--- src/rtl/nco_lockin_pkg.sv ---
// Shared widths and type helpers for the NCO lock-in demodulator.
package nco_lockin_pkg;

  localparam int unsigned NCO_W_DEF        = 13;
  localparam int unsigned ADC_W_DEF        = 14;
  localparam int unsigned ACC_LEN_LOG2_DEF = 10;

  // Accumulator width that cannot overflow for 2**acc_len_log2 full-scale products.
  function automatic int unsigned out_width(input int unsigned nco_w,
                                            input int unsigned adc_w,
                                            input int unsigned acc_len_log2);
    return nco_w + adc_w + acc_len_log2;
  endfunction

  typedef logic signed [NCO_W_DEF+ADC_W_DEF-1:0] prod_t;
  typedef logic signed [NCO_W_DEF+ADC_W_DEF+ACC_LEN_LOG2_DEF-1:0] acc_t;

endpackage

--- src/rtl/lockin_mac.sv ---
// Two-stage multiply-accumulate: registered product, then integration over 2**ACC_LEN_LOG2
// products with a one-cycle dump pulse carrying the finished sum.
module lockin_mac
  import nco_lockin_pkg::*;
#(
  parameter int unsigned NCO_W        = NCO_W_DEF,
  parameter int unsigned ADC_W        = ADC_W_DEF,
  parameter int unsigned ACC_LEN_LOG2 = ACC_LEN_LOG2_DEF,
  parameter int unsigned OUT_W        = out_width(NCO_W, ADC_W, ACC_LEN_LOG2)
) (
  input  logic                    clk,
  input  logic                    reset_n,
  input  logic                    i_clken,
  input  logic                    i_enable,
  input  logic                    i_nco_valid,
  input  logic signed [NCO_W-1:0] i_nco_sin,
  input  logic signed [ADC_W-1:0] i_adc_data,
  output logic                    o_dump,
  output logic signed [OUT_W-1:0] o_sum
);

  localparam int unsigned PROD_W = NCO_W + ADC_W;

  logic signed [PROD_W-1:0]       r_prod;
  logic                           r_p_vld;
  logic signed [OUT_W-1:0]        r_acc;
  logic        [ACC_LEN_LOG2-1:0] r_cnt;

  logic signed [PROD_W-1:0] w_sin_ext;
  logic signed [PROD_W-1:0] w_adc_ext;
  logic signed [PROD_W-1:0] w_mul;
  logic signed [OUT_W-1:0]  w_prod_ext;
  logic signed [OUT_W-1:0]  w_sum;
  logic                     w_step;
  logic                     w_last;

  // Operands widened first so the product is computed at full signed width.
  assign w_sin_ext  = {{ADC_W{i_nco_sin[NCO_W-1]}}, i_nco_sin};
  assign w_adc_ext  = {{NCO_W{i_adc_data[ADC_W-1]}}, i_adc_data};
  assign w_mul      = w_sin_ext * w_adc_ext;
  assign w_prod_ext = {{(OUT_W-PROD_W){r_prod[PROD_W-1]}}, r_prod};
  assign w_sum      = r_acc + w_prod_ext;
  assign w_step     = i_enable & i_clken & r_p_vld;
  assign w_last     = (r_cnt == '1);

  always_ff @(posedge clk) begin
    if (!reset_n) begin
      r_prod  <= '0;
      r_p_vld <= 1'b0;
    end else if (!i_enable) begin
      r_p_vld <= 1'b0;
    end else if (i_clken) begin
      r_p_vld <= i_nco_valid;
      if (i_nco_valid) begin
        r_prod <= w_mul;
      end
    end
  end

  // The closing product restarts the accumulator at zero so the next integral has no gap.
  always_ff @(posedge clk) begin
    if (!reset_n) begin
      r_acc <= '0;
      r_cnt <= '0;
    end else if (!i_enable) begin
      r_acc <= '0;
      r_cnt <= '0;
    end else if (w_step) begin
      r_cnt <= r_cnt + ACC_LEN_LOG2'(1);
      r_acc <= w_last ? '0 : w_sum;
    end
  end

  assign o_dump = w_step & w_last;
  assign o_sum  = w_sum;

endmodule

--- src/rtl/nco_lockin_accum.sv ---
// Lock-in accumulator top: MAC core plus a result holding register with valid/ready
// handshake and a sticky overrun flag for integrals dropped while the output is full.
module nco_lockin_accum
  import nco_lockin_pkg::*;
#(
  parameter int unsigned NCO_W        = NCO_W_DEF,
  parameter int unsigned ADC_W        = ADC_W_DEF,
  parameter int unsigned ACC_LEN_LOG2 = ACC_LEN_LOG2_DEF,
  parameter int unsigned OUT_W        = out_width(NCO_W, ADC_W, ACC_LEN_LOG2)
) (
  input  logic                    clk,
  input  logic                    reset_n,
  input  logic                    clken,
  input  logic                    enable,
  input  logic                    nco_valid,
  input  logic signed [NCO_W-1:0] nco_sin,
  input  logic signed [ADC_W-1:0] adc_data,
  output logic signed [OUT_W-1:0] out_data,
  output logic                    out_valid,
  input  logic                    out_ready,
  output logic                    overrun,
  input  logic                    clr_ovr
);

  logic                    w_dump;
  logic signed [OUT_W-1:0] w_sum;
  logic                    w_load;
  logic                    w_drop;

  logic signed [OUT_W-1:0] r_out_data;
  logic                    r_out_valid;
  logic                    r_overrun;

  lockin_mac #(
    .NCO_W        (NCO_W),
    .ADC_W        (ADC_W),
    .ACC_LEN_LOG2 (ACC_LEN_LOG2),
    .OUT_W        (OUT_W)
  ) u_mac (
    .clk         (clk),
    .reset_n     (reset_n),
    .i_clken     (clken),
    .i_enable    (enable),
    .i_nco_valid (nco_valid),
    .i_nco_sin   (nco_sin),
    .i_adc_data  (adc_data),
    .o_dump      (w_dump),
    .o_sum       (w_sum)
  );

  // A dump lands if the holding register is empty or being drained this same edge.
  assign w_load = w_dump & (~r_out_valid | out_ready);
  assign w_drop = w_dump & r_out_valid & ~out_ready;

  always_ff @(posedge clk) begin
    if (!reset_n) begin
      r_out_data  <= '0;
      r_out_valid <= 1'b0;
    end else if (w_load) begin
      r_out_data  <= w_sum;
      r_out_valid <= 1'b1;
    end else if (r_out_valid && out_ready) begin
      r_out_valid <= 1'b0;
    end
  end

  always_ff @(posedge clk) begin
    if (!reset_n) begin
      r_overrun <= 1'b0;
    end else if (w_drop) begin
      r_overrun <= 1'b1;
    end else if (clr_ovr) begin
      r_overrun <= 1'b0;
    end
  end

  assign out_data  = r_out_data;
  assign out_valid = r_out_valid;
  assign overrun   = r_overrun;

endmodule

--- config.mk ---
export PLATFORM = sky130hd
export DESIGN_NAME = nco_lockin_accum
export DESIGN_NICKNAME = d
export VERILOG_FILES = /design/src/rtl/nco_lockin_pkg.sv /design/src/rtl/lockin_mac.sv /design/src/rtl/nco_lockin_accum.sv
export SDC_FILE = /design/constraint.sdc
export NUM_CORES = 1
export LEC_CHECK = 0
export CORE_MARGIN = 1.5
export CORE_UTILIZATION = 55
export CTS_CLUSTER_SIZE = 24
export DETAILED_ROUTE_END_ITERATION = 16
export PLACE_DENSITY_LB_ADDON = 0.12
export SLEW_MARGIN = 0
export SYNTH_ARGS = -nofsm -noshare
export SYNTH_HDL_FRONTEND = slang
export SYNTH_SLANG_ARGS = --single-unit
--- constraint.sdc ---
create_clock -name clk -period 14.1 [get_ports clk]
set_input_delay 4.23 -clock clk [delete_from_list [all_inputs] [get_ports clk]]
set_output_delay 4.23 -clock clk [all_outputs]
set_load 0.005 [all_outputs]
Yosys cells after proc, flatten, opt, wreduce, memory -nomap -nowiden:

Index checks and enable logic that the tools add are counted.

* add/sub/neg operators: 2
* multipliers: 1
* equal/unequal tests: 1
* mux-type cells: 5
* bitwise gates (word level): 9
* reductions and logical operators: 5

Operators with widths (number)
* $add A37 B27 Y37: 1
* $mux W37: 1
* $mul A13 B14 Y27: 1
* $add A10 B1 Y10 const B: 1
* $eq A10 B10 Y1 const B: 1
* $and A1 B1 Y1: 6
* $mux W1: 4
* $reduce_bool A2 Y1: 2
* $reduce_and A3 Y1: 1
* $not A1 Y1: 2
* $reduce_and A2 Y1: 1
* $logic_and A1 B1 Y1: 1
* $or A1 B1 Y1: 1

* bits in registers: 114
* input bits: 34
* output and inout port bits: 39
* logic and storage cells: 30

Depth between registers and ports, before layout:

* word-level depth: 6
* mapped depth: 23
* mapped depth without buffers: 22

By module:

Synthesis repeated with hierarchy kept, for this count alone.

* cells, all modules: 1469
* area, all modules: 12861.1 um^2

By module, submodules not included
* lockin_mac: times used 1, cells each 1301, area an instance 11263.3 um^2, seq. area each 1501.4 um^2
* nco_lockin_accum: times used 1, cells each 168, area an instance 1597.8 um^2, seq. area each 780.7 um^2

Worst setup path after synthesis:

Ideal clock, no wire load.

* path type: input to register
* from: input adc_data[13]
* to: register u_mac.r_prod[26]
* setup time: 0.132 ns
* data arrival time: 9.648 ns
* required time: 13.968 ns
* slack: 4.319 ns
* stages: 18
* path buffers: 1
* cell sequence: clkbuf_1 -> nand2_1 -> fa_1 -> fa_1 -> inv_1 -> fa_1 -> fa_1 -> fa_1 -> ha_1 -> ha_1 -> a21o_1 -> a21o_1 -> a21o_1 -> a221o_1 -> a221o_1 -> a41oi_1 -> xnor2_1 -> a21oi_1

* longest elaborated chain between the ends: 1

RTL lines
* start: declaration: RTL line nco_lockin_accum.sv:17 `input logic signed [ADC_W-1:0] adc_data,`
* $mul A13 B14 Y27: RTL line lockin_mac.sv:40 `assign w_mul = w_sin_ext * w_adc_ext;`
* end signal: assignment: RTL line lockin_mac.sv:55 `r_prod <= w_mul;`
* end: declaration: RTL line lockin_mac.sv:24 `logic signed [PROD_W-1:0] r_prod;`

Every way passes these cells.
A chain may end at the register's enable or synchronous reset.

Worst setup path after layout:

Ends and elaborated chain as after synthesis.

==> metrics <==
Total Wirelength=29010 um; Async SR Flop Fraction=0; # hold bufs at CTS=0; largest net degree at the start of global routing=38; buffers added on ports=72; Worst Min Path Start=out_data[2]; Die Area=24320 sq um; Synth Warn #=0; clock sink total=114; Diodes inserted=0; FF+latch count, synth=114; Slew HR=0.2423; Slew Limit Fails=0; first-pass GRT wire length=50270 um; setup_tns=0 ps; crit path from=adc_data[13]; Cell Rows=55; FF-to-FF End=u_mac.r_acc[34]; CTS buffer count=17; ANT nets after route=0; post-CTS sizing=0; Unique masters post-synth=64; Mapped Cells=1509; Top FF cell, synth=dfxtp_1; clock tree buffer depth=2; vias in the first global route=10606; CTS clk-pin slew, worst paths=60 ps; via count=10503; mean post-synth cell area=8.528 sq um; Crit Path Max Fanout=13; Critical Path RT=14360 ps; RD Place Congestion=0.9046; setup violators final=0; Power Dens Cells=211.2 nW/um^2; part of the Yosys area used for sequential elements=0.1773; Final Skew=8.643 ps; Hold Crit Class=reg -> reg; initial drt markers=485; Post-DP HPWL=22830 um; die width=156.0 um; first-pass iteration count of the detailed router=4; Final WS setup=3719 ps; dpl ws=3327 ps; CTS tree=done; synthesized cell area=12870 sq um; I/O pins=73; crit start category=input pin; Starting Density=0.5650; H-tree depth=4; Area Overhead vs Synth=11.78%; die height=156.0 um; Nets=1857; Clk Latency, worst-skew pair=410 ps; CP arrival=10640 ps; Fmax=0.09633 GHz; Final Hold Fails=0; Worst Tran Pin Value=1133 ps; WHS Path Cells=2; vias per cell=5.620; reg-to-reg slack, setup=10510 ps; Max Cap Viol=0; Worst setup EP type=register; number of flops mapped to enable cells by yosys=0; Core ar.=22780 sq um; Root Buffer=clkbuf_16; FF-to-FF Start=u_mac.r_prod[0]; Final period util=0.7363; grt ovf=0; Worst Setup Path Type=in -> reg; initial antenna violation count=0; commonest cells after routing, fill and taps aside=nand2_1 (213), inv_1 (200), fa_1 (174); GRT Total Usage=0.2557; commonest non-fill, non-tap cell in the layout=nand2_1; Syn Nets=1823; Leakage Power=6.589 nW; maximum vdd ir drop=0.0003022 V; RSZ-0062 raised after global routing=no; layout cells sized above 1=0.03406; DRC viols=0; Setup Buffers After CTS=0; path depth of the worst reg2reg path=11; run status=complete, no violations; drt wl/cell=15.52 um; Worst Hold End=out_data[2]; fin crit period=10380 ps
final cells by class:
type / count / area, sq um
clock buffers: 22 / 474.2
inverters: 201 / 754.5
well taps: 313 / 391.6
flip-flops and latches: 114 / 2282
fillers: 2040 / 8393
multi-input cells: 1129 / 9594
repair buffers: 80 / 780.7
clock inverters: 10 / 107.6
how the worst max path moves through the flow:
stage | to | slack [ps]
CTS | u_mac.r_prod[26] | 3730
detailed placement | u_mac.r_prod[26] | 3330
finish | u_mac.r_prod[26] | 3720
global route | u_mac.r_prod[26] | 3360
global placement | u_mac.r_prod[26] | 3420
floorplan | u_mac.r_prod[26] | 4320
cell usage after synthesis, types with 4 or more instances:
library cell,instances,area (sq um)
fa_1,174,3483
a32oi_1,5,43.79
xor2_1,19,166.4
nand3_1,43,215.2
nor3b_1,6,45.04
a22oi_1,10,75.07
or3_1,24,150.1
o31a_2,4,40.04
a2111oi_0,5,43.79
nand2_1,213,799.5
xnor2_1,24,210.2
and3_1,10,62.56
nand4_1,12,75.07
o211ai_1,6,45.04
nor2b_1,9,56.30
a21o_1,24,180.2
ha_1,106,1326
a22o_1,4,35.03
nor3_1,16,80.08
o31ai_1,17,127.6
a211oi_1,13,97.59
inv_1,201,754.5
and2_1,83,519.3
a21boi_0,6,45.04
a31oi_1,6,37.54
o21ai_0,42,210.2
o21a_1,13,97.59
nor2_1,77,289.0
a21oi_1,87,435.4
dfxtp_1,114,2282
clkbuf_1,64,240.2
o21bai_1,5,37.54
nor4_1,7,43.79
nand2b_1,8,50.05
layer usage:
metal	routed length, um	track usage	vias to the layer above	part of all wire
met4	489	0.06077	0	0.017
met3	1072	0.03389	46	0.037
met5	0	0	-	0
li1	-	-	5061	-
met2	14440	0.4394	197	0.50
met1	13000	0.3423	5199	0.45
where the power goes:
part,internal (mW),switching [mW],leakage [nW],total [mW]
combinational,0.981,1.29,5.39,2.27
clock,0.272,0.150,0.282,0.422
sequential,0.336,0.0101,0.920,0.346
worst max-delay path: stages:
cell,delay [ps]
clkdlybuf4s50_1,750
and2_1,240
inv_1,70
fa_1,490
fa_1,730
inv_1,210
fa_1,550
fa_1,450
fa_1,490
ha_1,300
ha_1,390
a21o_1,200
a21o_1,160
a21o_1,190
a221o_1,320
a221o_1,400
a41oi_1,250
xnor2_1,140
a21oi_1,80
flip-flops by register name, summed over array words and instances, names as in the netlist:
name and cells:
out_data 37, u_mac.r_cnt 10, overrun 1, u_mac.r_p_vld 1, u_mac.r_acc 37, u_mac.r_prod 27
out_valid 1
metrics by stage:
stage	hold slack (ps)	instances	utilization	power [mW]	area [sq um]
floorplan	431.5	1509	-	2.158	12870
global placement	438.9	1837	0.6060	2.588	13800
detailed placement	443.1	1837	0.6060	2.605	13800
CTS	450.5	1869	0.6315	3.053	14390
global route	467.4	1869	0.6315	3.421	14390
finish	445.9	1869	0.6315	3.038	14390
logic make-up after synthesis:
family                   Yosys count  synth area share
XOR/XNOR                          43           0.02927
AO/OA/AOI/OAI                    279            0.1441
flip-flops                       114            0.1773
multiplexers                       3          0.002334
buffers and inverters            266           0.07759
AND/OR/NAND/NOR                  524            0.1956
adder cells (fa/ha/maj)          280            0.3737
No activity file was read; power rests on OpenSTA's default activity.
